$ cat src/rtl/mem_arb_types.sv
// Shared types for the memory arbiter: FSM state encoding and port-index sizing helper.
package mem_arb_types;

  typedef enum logic {
    IDLE = 1'b0,
    BUSY = 1'b1
  } mem_arb_state_t;

  // Port index width; a two-port arbiter still needs one bit.
  function automatic int idx_width(input int n);
    return (n <= 2) ? 1 : $clog2(n);
  endfunction

endpackage

$ cat src/rtl/mem_arbiter_arb_select.sv
// arb_select: combinational rotating priority encoder. Returns the first requesting
// port found when searching upward from start (wrapping), plus a valid bit.
module arb_select #(
  parameter int NUM_PORTS = 2,
  parameter int IDXW      = 1
) (
  input  logic [NUM_PORTS-1:0] req,
  input  logic [IDXW-1:0]      start,
  output logic [IDXW-1:0]      idx,
  output logic                 valid
);

  localparam logic [IDXW:0] N_W = (IDXW+1)'(NUM_PORTS);

  logic [2*NUM_PORTS-1:0] dbl_shift;
  logic [NUM_PORTS-1:0]   rot;
  logic [NUM_PORTS-1:0]   lowest;
  logic [IDXW-1:0]        off_chain [NUM_PORTS+1];
  logic [IDXW:0]          sum;
  logic [IDXW:0]          wrapped;

  // Rotate so that bit 0 is the port at start, then isolate the lowest set bit.
  assign dbl_shift = {req, req} >> start;
  assign rot       = dbl_shift[NUM_PORTS-1:0];
  assign lowest    = rot & (~rot + NUM_PORTS'(1));

  assign off_chain[0] = '0;
  generate
    for (genvar gi = 0; gi < NUM_PORTS; gi++) begin : g_enc
      assign off_chain[gi+1] = off_chain[gi] | (lowest[gi] ? IDXW'(gi) : '0);
    end
  endgenerate

  assign sum     = {1'b0, start} + {1'b0, off_chain[NUM_PORTS]};
  assign wrapped = sum - N_W;
  assign idx     = (sum >= N_W) ? wrapped[IDXW-1:0] : sum[IDXW-1:0];
  assign valid   = |req;

endmodule

$ cat src/rtl/mem_arbiter.sv
// mem_arbiter: N-port to single-port memory arbiter, IDLE/BUSY handshake.
// Define MEM_ARB_RR_EN for round-robin grant; default build is fixed priority (port 0 highest).
module mem_arbiter
  import mem_arb_types::*;
#(
  parameter int NUM_PORTS  = 2,
  parameter int ADDR_WIDTH = 32,
  parameter int DATA_WIDTH = 32,
  localparam int BE_WIDTH  = DATA_WIDTH / 8
) (
  input  logic                                  clk,
  input  logic                                  rst,
  input  logic [NUM_PORTS-1:0]                  req_read,
  input  logic [NUM_PORTS-1:0]                  req_write,
  input  logic [NUM_PORTS-1:0][BE_WIDTH-1:0]    req_byte_enable,
  input  logic [NUM_PORTS-1:0][ADDR_WIDTH-1:0]  req_address,
  input  logic [NUM_PORTS-1:0][DATA_WIDTH-1:0]  req_wdata,
  output logic [NUM_PORTS-1:0]                  req_resp,
  output logic [DATA_WIDTH-1:0]                 req_rdata,
  output logic                                  mem_read,
  output logic                                  mem_write,
  output logic [BE_WIDTH-1:0]                   mem_byte_enable,
  output logic [ADDR_WIDTH-1:0]                 mem_address,
  output logic [DATA_WIDTH-1:0]                 mem_wdata,
  input  logic                                  mem_resp,
  input  logic [DATA_WIDTH-1:0]                 mem_rdata
);

  localparam int IDXW = idx_width(NUM_PORTS);

  mem_arb_state_t        state_reg;
  logic [IDXW-1:0]       grant_reg;
  logic                  write_reg;
  logic [ADDR_WIDTH-1:0] addr_reg;
  logic [DATA_WIDTH-1:0] wdata_reg;
  logic [BE_WIDTH-1:0]   be_reg;

  logic [NUM_PORTS-1:0]  req_any;
  logic [IDXW-1:0]       sel_idx;
  logic                  sel_valid;
  logic [IDXW-1:0]       start_ptr;
  logic                  sel_write;
  logic                  busy;
  logic                  resp_fire;

  assign req_any = req_read | req_write;

`ifdef MEM_ARB_RR_EN
  logic [IDXW-1:0] ptr_reg;
  logic [IDXW-1:0] ptr_next;

  assign start_ptr = ptr_reg;
  assign ptr_next  = (sel_idx == IDXW'(NUM_PORTS - 1)) ? '0 : sel_idx + IDXW'(1);

  always_ff @(posedge clk) begin
    if (rst) begin
      ptr_reg <= '0;
    end else if (state_reg == IDLE && sel_valid) begin
      ptr_reg <= ptr_next;
    end
  end
`else
  assign start_ptr = '0;
`endif

  arb_select #(
    .NUM_PORTS(NUM_PORTS),
    .IDXW     (IDXW)
  ) u_arb_select (
    .req  (req_any),
    .start(start_ptr),
    .idx  (sel_idx),
    .valid(sel_valid)
  );

  // A port raising both read and write is served as a write.
  assign sel_write = req_write[sel_idx];

  always_ff @(posedge clk) begin
    if (rst) begin
      state_reg <= IDLE;
      grant_reg <= '0;
      write_reg <= 1'b0;
      addr_reg  <= '0;
      wdata_reg <= '0;
      be_reg    <= '0;
    end else begin
      case (state_reg)
        IDLE: begin
          if (sel_valid) begin
            state_reg <= BUSY;
            grant_reg <= sel_idx;
            write_reg <= sel_write;
            addr_reg  <= req_address[sel_idx];
            wdata_reg <= sel_write ? req_wdata[sel_idx] : '0;
            be_reg    <= sel_write ? req_byte_enable[sel_idx] : '1;
          end
        end
        BUSY: begin
          if (mem_resp) begin
            state_reg <= IDLE;
          end
        end
        default: state_reg <= IDLE;
      endcase
    end
  end

  assign busy      = (state_reg == BUSY);
  // A reset coinciding with completion drops the transaction without a pulse.
  assign resp_fire = busy && mem_resp && !rst;

  assign mem_read        = busy && !write_reg;
  assign mem_write       = busy && write_reg;
  assign mem_address     = busy ? addr_reg  : '0;
  assign mem_wdata       = busy ? wdata_reg : '0;
  assign mem_byte_enable = busy ? be_reg    : '0;
  assign req_rdata       = resp_fire ? mem_rdata : '0;

  generate
    for (genvar gi = 0; gi < NUM_PORTS; gi++) begin : g_resp
      assign req_resp[gi] = resp_fire && (grant_reg == IDXW'(gi));
    end
  endgenerate

endmodule

$ cat config.mk
export PLATFORM = sky130hd
export DESIGN_NAME = mem_arbiter
export DESIGN_NICKNAME = d
export VERILOG_FILES = /design/src/rtl/mem_arb_types.sv /design/src/rtl/mem_arbiter_arb_select.sv /design/src/rtl/mem_arbiter.sv
export SDC_FILE = /design/constraint.sdc
export NUM_CORES = 1
export LEC_CHECK = 0
export ABC_AREA = 1
export CAP_MARGIN = 10
export CORE_ASPECT_RATIO = 0.7
export CORE_MARGIN = 2
export CORE_UTILIZATION = 40
export DETAILED_ROUTE_END_ITERATION = 7
export GPL_TIMING_DRIVEN = 1
export HOLD_SLACK_MARGIN = 0.12
export PLACE_DENSITY = 0.9
export SYNTH_ARGS = -nofsm -noshare
export SYNTH_HDL_FRONTEND = slang
export SYNTH_SLANG_ARGS = --single-unit
$ cat constraint.sdc
create_clock -name clk -period 2.16 [get_ports clk]
set_input_delay 0.324 -clock clk [delete_from_list [all_inputs] [get_ports clk]]
set_output_delay 0.324 -clock clk [all_outputs]
set_load 0.1 [all_outputs]
==> impl_metrics.csv <==
group,metric,value,unit
clocking,cts_max_level,3,
sta,maxSlewHeadroom,0.520,
drt,dr.pass1.iters,5,
worst_setup_path,crit_path_max_incr_delay,0.47,ns
final_layout,fillers,706,
final_layout,final_cell_area,8680,µm²
synthesis,yosys_register_bits,71,
final_layout,n_antenna_cell,0,
sta,fin_crit_sh,0.931,
final_layout,regArea,1430,µm²
clocking,cts_buffers,9,
power,p_leak,4.52,nW
min_path,hp-class,"in -> reg",
grt,grt_max_degree,67,
worst_setup_path,cp_max_fo,34,
clocking,cts_tree,"built",
grt,antenna_found_initial,0,
drt,wl_per_cell,14.2,µm
power,total_power,0.00486,W
sta,worst_slew_pin_slew,0.719,ns
worst_setup_path,rrSetupSlack,0.68,ns
sta,fin_crit,2.01,ns
worst_setup_path,crit_start,"busy",
place,dpl.hpwl,13200,µm
synthesis,ys_types,16,
grt,grt_pass1_vias,5750,
place,dpl.cell_count,1187,
worst_setup_path,ff2ff_path_depth,6,
worst_setup_path,r2r_start,"busy",
place,placed_area,8370,µm²
synthesis,syn_nets,968,
clocking,cts_root_buffer,"clkbuf_16",
final_layout,final_cells,1203,
synthesis,synth_warnings,0,
sta,rsz0062_at_grt,"no",
worst_setup_path,crit_path_cell_trace,"nand3_1, buf_4, nor2_1, buf_12",
worst_setup_path,setup.worst_path.end,"req_rdata[18]",
die,core_area,10900,µm²
sta,fin_skew,0.00785,ns
final_layout,nets,1220,
drt,wirelength,17100,µm
worst_setup_path,r2r_end,"busy",
drt,drc,0,
die,die_height,91.8,µm
status,status,"finished, final reports clean",
synthesis,ys_seq_area_frac,0.322,
synthesis,syn_inst,793,
die,fp.dieW,129,µm
final_layout,drive_gt1_frac,0.137,
worst_setup_path,cp-start-kind,"flip-flop",
final_layout,multiInputGateArea,2100,µm²
power,peakVddDrop,0.413,mV
worst_setup_path,critPathSlowestCell,"dfxtp_4",
final_layout,area_growth,96.9,%
clocking,cts_max_path_buffers,2,
sta,timing_hold_violations_final,0,
synthesis,post_synth.cell_area_avg,5.56,µm²
die,row_count,32,
die,initial_utilization,0.405,
clocking,cts_sinks,71,
place,gp_routability_congestion,0.770,
final_layout,final_common_cell,"nand2_1",
grt,grt_pass1_wl,27200,µm
place,dpl_worst_slack,0.113,ns
power,power.density,560,nW/µm²
sta,setup_ws,0.149,ns
sta,finalSetupViolCount,0,
drt,via_per_inst,4.74,
clocking,clock_latency,0.32,ns
worst_setup_path,required,1.84,ns
clocking,path_clk_slew,0.05,ns
sta,slew_violations,0,
place,numPortBuffers,278,
drt,ant_nets,0,
synthesis,netlist_area,4410,µm²
grt,overflow,0,
worst_setup_path,end_kind,"primary output",
final_layout,layout_common_cells,"nand2_1 (273), clkdlybuf4s50_1 (173), inv_1 (171)",
sta,setup_tns,0,ns
worst_setup_path,path_class,"reg -> out",
run,maxCapViolCount,0,
drt,vias,5704,
grt,grt_use_total,0.287,
sta,fmax,497,MHz
die,dieArea,11900,µm²
worst_setup_path,cp_data_arrival_time,1.69,ns
drt,dr.first_iter.drc_count,254,
die,io_pins,279,
## timing repair
item,4_1_cts,5_1_grt
hold endpoints to repair,0,0
endpoints found under the setup margin,0,4
buffers inserted,0,0
gates resized for setup,0,1
hold buffers,0,0
## power by group
| group | internal [W] | switching (W) |
|---|---|---|
| clock network | 0.000932 | 0.000579 |
| registers | 0.00142 | 0.0000654 |
| logic | 0.000761 | 0.00110 |
| total | 0.00312 | 0.00174 |
## final cells by class
cell class,count,share of cell area
clock buffer,10,0.0275
clock inverter,6,0.00779
inverter,173,0.0748
multi-input combinational,497,0.242
sequential,71,0.164
tap,153,0.0221
timing repair buffer,293,0.462
## through the flow
stage | utilization | hold WS (ns)
6_report | 0.797 | 0.352
5_1_grt | 0.797 | 0.397
4_1_cts | 0.797 | 0.354
3_5_place_dp | 0.768 | 0.458
3_3_place_gp | 0.768 | 0.453
2_1_floorplan | - | 0.444
## cells in the mapped netlist (all sizes together)
cell,number,area (µm²)
nand2,276,1040
inv,173,649
nand3,102,510
dfxtp,71,1420
a21oi,66,330
nor2,48,190
buf,30,158
clkbuf,22,82.6
o21ai,5,25.0
## worst max-delay path: cells and delay by family (launching register included)
family                 cells  cell delay [ns]
AND/OR/NAND/NOR            2             0.40
flip-flops                 1             0.47
buffers and inverters      2             0.47
## layer usage
layer	global-route usage	wire length, µm
met4	0.122	663
met3	0.0939	1610
met5	0	0
met1	0.287	6190
met2	0.542	8670
## worst min-delay path by stage
| stage | start | to | slack, ns | cells past startpoint |
|---|---|---|---|---|
| floorplan | wdata_reg[0] | wdata_reg[0] | 0.44 | 2 |
| finish | rst | busy | 0.35 | 4 |
| global placement | wdata_reg[21] | wdata_reg[21] | 0.45 | 2 |
| CTS | rst | busy | 0.35 | 4 |
| detailed placement | wdata_reg[1] | wdata_reg[1] | 0.46 | 2 |
| global route | rst | be_reg[1] | 0.40 | 4 |
## kinds of logic (layout without fill, tap and decap cells)
family | count (synthesis) | in the layout | synth area share
flops | 71 | 71 | 0.322
compound gates | 71 | 71 | 0.0806
simple gates | 426 | 426 | 0.395
buf+inv | 225 | 482 | 0.202
Note: power is estimated with default switching activity, not from simulation.
